==> config.mk <==
export PLATFORM = sky130hd
export DESIGN_NAME = reg_file_alu
export DESIGN_NICKNAME = d
export VERILOG_FILES = /design/src/rtl/reg_file_alu.sv
export SDC_FILE = /design/constraint.sdc
export NUM_CORES = 1
export LEC_CHECK = 0
export ABC_AREA = 1
export CELL_PAD_IN_SITES_DETAIL_PLACEMENT = 1
export CELL_PAD_IN_SITES_GLOBAL_PLACEMENT = 2
export CORE_MARGIN = 4
export CORE_UTILIZATION = 41
export CTS_BUF_LIST = sky130_fd_sc_hd__clkbuf_8
export DETAILED_ROUTE_END_ITERATION = 8
export DONT_BUFFER_PORTS = 1
export MAX_ROUTING_LAYER = met4
export PLACE_DENSITY = 0.86
export SYNTH_ARGS = -nofsm -noshare
export SYNTH_HDL_FRONTEND = slang
export SYNTH_SLANG_ARGS = --single-unit
==> constraint.sdc <==
create_clock -name clk -period 7.2 [get_ports clk]
set_clock_uncertainty 0.15 [all_clocks]
set_input_delay 1.44 -clock clk [delete_from_list [all_inputs] [get_ports clk]]
set_output_delay 1.44 -clock clk [all_outputs]
set_load 0.02 [all_outputs]
==> src/rtl/reg_file_alu.sv <==
`default_nettype none
// ============================================================================
//  Module      : reg_file_alu
//  Description : Sixteen-entry, 8-bit register file feeding a 2-bit-controlled
//                8-bit ALU. Operand A is R[RA1]. Operand B is R[RA2] or the
//                immediate. The ALU result is written back to R[WA] on the
//                rising clock edge, and R15 is exported as cpu_out.
//                Define REG_FILE_ALU_R0_ZERO_EN to hardwire R0 to zero.
//  Revision    : 1.0 - initial release
// ============================================================================
module reg_file_alu (
    input  logic       clk,
    input  logic       rst,
    input  logic [3:0] RA1,
    input  logic [3:0] RA2,
    input  logic [3:0] WA,
    input  logic [7:0] immediate,
    input  logic [1:0] ALUControl,
    input  logic       write_enable,
    input  logic       ALUSrc,
    output logic [7:0] ALUResult,
    output logic [7:0] cpu_out,
    output logic       Zero
);

    localparam int          c_NUM_REGS   = 16;
    localparam int          c_OUT_REG    = 15;
    localparam logic [1:0]  c_OP_ADD     = 2'b00;
    localparam logic [1:0]  c_OP_SUB     = 2'b01;
    localparam logic [1:0]  c_OP_AND     = 2'b10;
    localparam logic [1:0]  c_OP_OR      = 2'b11;

`ifdef REG_FILE_ALU_R0_ZERO_EN
    // Registers below this index are never written and stay at their reset value of zero.
    localparam int          c_FIRST_WRITABLE = 1;
`else
    localparam int          c_FIRST_WRITABLE = 0;
`endif

    logic [7:0]             r_regs [c_NUM_REGS];
    logic [c_NUM_REGS-1:0]  w_wr_sel;
    logic [7:0]             w_rd1;
    logic [7:0]             w_rd2;
    logic [7:0]             w_src_b;
    logic [7:0]             w_result;

    // ------------------------------------------------------------------------
    // Storage: one 8-bit register per entry with its own decoded write strobe.
    // Reset clears every entry immediately, discarding any write pending for
    // the next edge.
    // ------------------------------------------------------------------------
    generate
        for (genvar i = 0; i < c_NUM_REGS; i++) begin : g_reg
            if (i < c_FIRST_WRITABLE) begin : g_hardwired
                assign w_wr_sel[i] = 1'b0;
            end else begin : g_writable
                assign w_wr_sel[i] = write_enable && (WA == 4'(i));
            end

            // Write-back of the ALU result into this entry when selected.
            always_ff @(posedge clk or posedge rst) begin
                if (rst) begin
                    r_regs[i] <= 8'h00;
                end else if (w_wr_sel[i]) begin
                    r_regs[i] <= w_result;
                end
            end
        end
    endgenerate

    // ------------------------------------------------------------------------
    // Combinational reads. There is no write bypass: a register being written
    // returns its old value until the edge, which makes WA == RA1/RA2 legal.
    // ------------------------------------------------------------------------
    assign w_rd1   = r_regs[RA1];
    assign w_rd2   = r_regs[RA2];
    assign w_src_b = ALUSrc ? immediate : w_rd2;

    // ALU: wrapping add/subtract and bitwise logic on the selected operands.
    always_comb begin
        w_result = 8'h00;
        case (ALUControl)
            c_OP_ADD: w_result = w_rd1 + w_src_b;
            c_OP_SUB: w_result = w_rd1 - w_src_b;
            c_OP_AND: w_result = w_rd1 & w_src_b;
            c_OP_OR:  w_result = w_rd1 | w_src_b;
            default:  w_result = 8'h00;
        endcase
    end

    assign ALUResult = w_result;
    assign Zero      = (w_result == 8'h00);
    assign cpu_out   = r_regs[c_OUT_REG];

endmodule
`default_nettype wire

# ---- Word level (Yosys, flattened, before mapping)
# Index checks and enable logic that the tools add are counted.
dict set report word_totals {
  regBits 128
  word_cells 69
}
dict set report op_classes {
  addsub 2
  order_cmp 2
  n_eq_ne 18
  muxes 8
  n_bitwise 4
  reduce_logical 19
}
# op count
set op_table {}
lappend op_table {{8-bit binary-select mux with 4-bit select} 2}
lappend op_table {{8-bit two-way mux} 5}
lappend op_table {{4-bit equality test (second input constant)} 8}
lappend op_table {{8-bit one-hot mux with 4 select lines} 1}
lappend op_table {{4-bit by 3-bit equality test with 1-bit output (second input constant)} 4}
lappend op_table {{1-bit logical AND} 16}
lappend op_table {{5-bit greater-or-equal comparator (second input constant)} 2}
lappend op_table {{4-bit NOT with 5-bit output} 2}
lappend op_table {{8-bit adder} 1}
lappend op_table {{8-bit AND} 1}
lappend op_table {{4-bit by 2-bit equality test with 1-bit output (second input constant)} 2}
lappend op_table {{8-bit logical NOT} 1}
lappend op_table {{8-bit bitwise OR} 1}
lappend op_table {{8-bit subtractor} 1}
lappend op_table {{2-bit equality test (second input constant)} 2}
lappend op_table {{4-bit by 1-bit equality test with 1-bit output (second input constant)} 1}
lappend op_table {{4-bit logical NOT} 1}
lappend op_table {{2-bit by 1-bit equality test with 1-bit output (second input constant)} 1}
lappend op_table {{2-bit logical NOT} 1}

# ---- Logic depth before layout (Yosys ltp)
dict set report logic_depth {
  depth_word 8
  mapped_depth 29
}

# ---- Worst setup path before layout
# No wires, ideal clock.
dict set report synth_timing {
  kind {in2out}
  startpoint {input RA1[0]}
  endpoint {output Zero}
  arrival_time_ps 4470
  setup_slack_ps 1140
  stages 21
  cell_sequence {buf_4 > buf_4 > buf_4 > clkbuf_1 > o21ai_0 > a21oi_1 > o221ai_1 > nand2_1 > inv_1 > ha_1 > inv_1 > fa_1 > nand3_1 > nand2_1 > a21oi_1 > o21bai_1 > xnor2_1 > o22ai_4 > nor3_1 > nand2_1 > nor2_1}
}
dict set report synth_between {
  elab_chain_len 7
  elab_cells_between_ends 10
}
# element line_no
set synth_rtl {}
lappend synth_rtl {{start: declaration} 14} ;# input logic [3:0] RA1,
lappend synth_rtl {{4-bit NOT with 5-bit output (implied by the code) *} 75} ;# assign w_rd1 = r_regs[RA1];
lappend synth_rtl {{8-bit binary-select mux with 4-bit select *} 75}
lappend synth_rtl {{8-bit two-way mux (implied by the code) * (2 in series)} 75}
lappend synth_rtl {{8-bit subtractor, or another cell as far along} 84} ;# c_OP_SUB: w_result = w_rd1 - w_src_b;
lappend synth_rtl {{8-bit one-hot mux with 4 select lines *} 82} ;# case (ALUControl)
lappend synth_rtl {{8-bit logical NOT *} 92} ;# assign Zero = (w_result == 8'h00);
lappend synth_rtl {{end: declaration} 23} ;# output logic Zero
# Mark *: on every way between the ends. The rest lies on a longest branch, timed or not. The select of a mux whose other input is x is not followed.

# ---- Worst setup path after layout
dict set report layout_timing {
  startpoint {input RA2[0]}
  endpoint {output Zero}
}
dict set report layout_between {
  elab_chain_len 8
  elab_cells_between_ends 11
}
# element line_no
set layout_rtl {}
lappend layout_rtl {{start: declaration} 15} ;# input logic [3:0] RA2,
lappend layout_rtl {{4-bit NOT with 5-bit output (implied by the code) *} 76} ;# assign w_rd2 = r_regs[RA2];
lappend layout_rtl {{8-bit binary-select mux with 4-bit select *} 76}
lappend layout_rtl {{8-bit two-way mux (implied by the code) * (2 in series)} 76}
lappend layout_rtl {{8-bit two-way mux *} 77} ;# assign w_src_b = ALUSrc ? immediate : w_rd2;
lappend layout_rtl {{8-bit subtractor, or another cell as far along} 84}
lappend layout_rtl {{8-bit one-hot mux with 4 select lines *} 82}
lappend layout_rtl {{8-bit logical NOT *} 92}
# Marked as above.

==> flow_summary.ini <==
[final_layout]
drive_above_1_share = 0.0652
final_util = 0.443
layout.nets = 1190
final-seq-area_sq_um = 3200
fillCellCount = 2553
most-common-layout-cells = nand2_1, nand3_1, o21ai_0, dfrtp_1, nor2_1
syn2layout_area_growth_pct = 5.95
multiInputGateArea_sq_um = 4160
final_common_cell = nand2_1

[worst_hold_path]
hold_class = flop to flop
holdPathStages = 2
hold_path_end = r_regs[61]
hp-start = r_regs[61]

[timing]
hold_viol = 0
finalMaxSlewViolations = 0
post-route-min-period_ns = 6.73
finalCritPeriodShare = 0.934
setup-tns-final_ns = 0
rsz0062_at_grt = no
maxSlewHeadroom = 0.478
hold_ws_ns = 0.368
fmax_ghz = 0.149
worst_pin_slew_ns = 0.784
setup_viol = 0

[critical_path]
crit_type = input pin to primary output
cp_top_family = simple AND/OR/NAND/NOR gates
cpPeakStageDelay_ns = 0.49
startpoint = RA2[0]
crit_slowest_cell = inv_2
crit_arrival_ns = 5.14
end_kind = primary output
cp_common_cell = nand2_1
start_kind = input pin
rr_worst_depth = 25
r2r_slack_ns = 3.43
required_ns = 5.61
r2r-start = cpu_out[1]
critPathMaxFanout = 66
cp_num_buf_inv = 3
r2r-end = r_regs[63]

[synthesis]
synth_nets = 1221
syn_area_per_cell_sq_um = 6.87
synth_area_sq_um = 8140
synth-simple-area-share = 0.326
synth_compound_area_frac = 0.158
synthAdderAreaFrac = 0.0178
yosys_warnings = 0
muxShareOfSynthArea = 0
ys_ff_latch = 128
synthXorXnorAreaFrac = 0.00969
ys_types = 33
synth_area_leaders = dfrtp_1, nand2_1, nand3_1
synth_top_family_by_area = simple AND/OR/NAND/NOR gates
yosysSeqAreaShare = 0.394
syn_inst = 1184
yosys.area.top_type = dfrtp_1
synth_top_area_frac = 0.394

[clocking]
clock-root-buffer = clkbuf_8
clockBufferDepth = 2
cts_tree = built
cts_buffers = 17
cts_setup_buffers = 0
clock-sinks = 128
insertion_delay_ns = 0.47
cts_resized = 0
cts_hold_buf = 0
clk_pin_slew_ns = 0.08
cts_max_level = 4

[die]
start_util = 0.418
core_sq_um = 19500
die_w_microns = 149
die-area_sq_um = 22200
core.rowCount = 51
ioPinCount = 43
die_h_microns = 149

[global_routing]
grt_remaining_overflow = 0
grt_pass1_vias = 8379
grt_pass1_wl_microns = 49000
grt_max_degree = 77
grt_antenna_before_repair = 0
gr-usage-all-layers = 0.294

[routing]
wire_per_inst_microns = 21.5
drt-vias-per-instance = 5.71
antenna_left = 0
drc = 0
vias = 8173
firstDrtPassIters = 5
wirelength_microns = 30800
drtIter0Drc = 555

[placement]
place_congestion = 0.877
dp_hpwl_microns = 21100
place.port_buffers = 0

[power_and_ir_drop]
p_per_area_nw_per_um2 = 300
irDropWorstVdd_mv = 0.149
finalPower_mw = 2.59
p_leak_nw = 4.09

[outcome]
status = complete, no violations

[flow_run]
drv_cap = 0
## registers in the layout (all words and copies together) (netlist names)
| register | flops |
|---|---|
| cpu_out | 8 |
| r_regs | 120 |
## area by class of cell
class | count | area share
timing repair buffer | 26 | 0.0241
clock buffer | 18 | 0.0287
inverter | 81 | 0.0358
clock inverter | 14 | 0.0181
antenna | 1 | 0.000290
sequential | 128 | 0.371
tap | 265 | 0.0385
multi-input combinational | 899 | 0.483
## metrics by stage
step,instance area [sq um],setup WS [ns],std cells
2_1_floorplan,8140,1.14,1184
3_3_place_gp,8220,0.629,1399
3_5_place_dp,8220,0.518,1399
4_1_cts,8620,0.502,1431
5_1_grt,8620,0.114,1431
6_report,8620,0.472,1432
## worst reg2reg max path, cell delays in order, from the launching register on
cell and delay [ns]:
dfrtp_1 0.50, nand2_1 0.10, nand3_1 0.07, nand3_1 0.07, nand2_1 0.07, nand2_1 0.06
nand2_1 0.07, o21ai_1 0.26, ha_1 0.23, nand2_1 0.06, nor2_1 0.13, a21oi_1 0.10
xnor2_1 0.13, ha_1 0.34, a21oi_1 0.14, o21ai_0 0.10, a31oi_1 0.22, inv_1 0.06
nand3_1 0.08, nand2_1 0.07, inv_1 0.05, nand3_1 0.08, nand2_1 0.11, nand2_4 0.16
nand3_1 0.15, nand2_1 0.08
## Yosys cell counts, drive strengths merged
cell type / instances
o211ai: 8
xor2: 4
ha: 10
o22ai: 1
or2: 3
a21oi: 37
a21o: 1
nand2: 399
o21bai: 1
fa: 1
o21ai: 169
clkbuf: 14
clkinv: 2
nand3: 161
xnor2: 5
o221ai: 10
dfrtp: 128
inv: 79
nor3: 2
buf: 62
nor2: 79
a31oi: 7
a22oi: 1
## cells by family (layout without fill, tap and decap cells)
group           count (synthesis)  in the layout
fa+ha+maj                      11             11
other cells                     0              1
compound gates                235            235
buf+inv                       157            139
simple gates                  644            644
xor+xnor                        9              9
flops                         128            128
## routing by layer
metal / GRT usage / routed length, microns
met5: - / 0
met4: 0.0815 / 657
met3: 0.0459 / 1360
met2: 0.480 / 15100
met1: 0.382 / 13700
## worst max path at each step
| stage | end | depth (start not counted) |
|---|---|---|
| floorplan | Zero | 21 |
| global placement | Zero | 22 |
| detailed placement | Zero | 25 |
| CTS | Zero | 25 |
| global route | Zero | 25 |
| finish | Zero | 25 |
## power by group
| group | internal (mW) | switching, mW | leakage (nW) |
|---|---|---|---|
| Clock | 0.321 | 0.335 | 0.192 |
| Sequential | 0.936 | 0.217 | 1.61 |
| Combinational | 0.275 | 0.503 | 2.30 |
(Power assumes the default switching activity.)
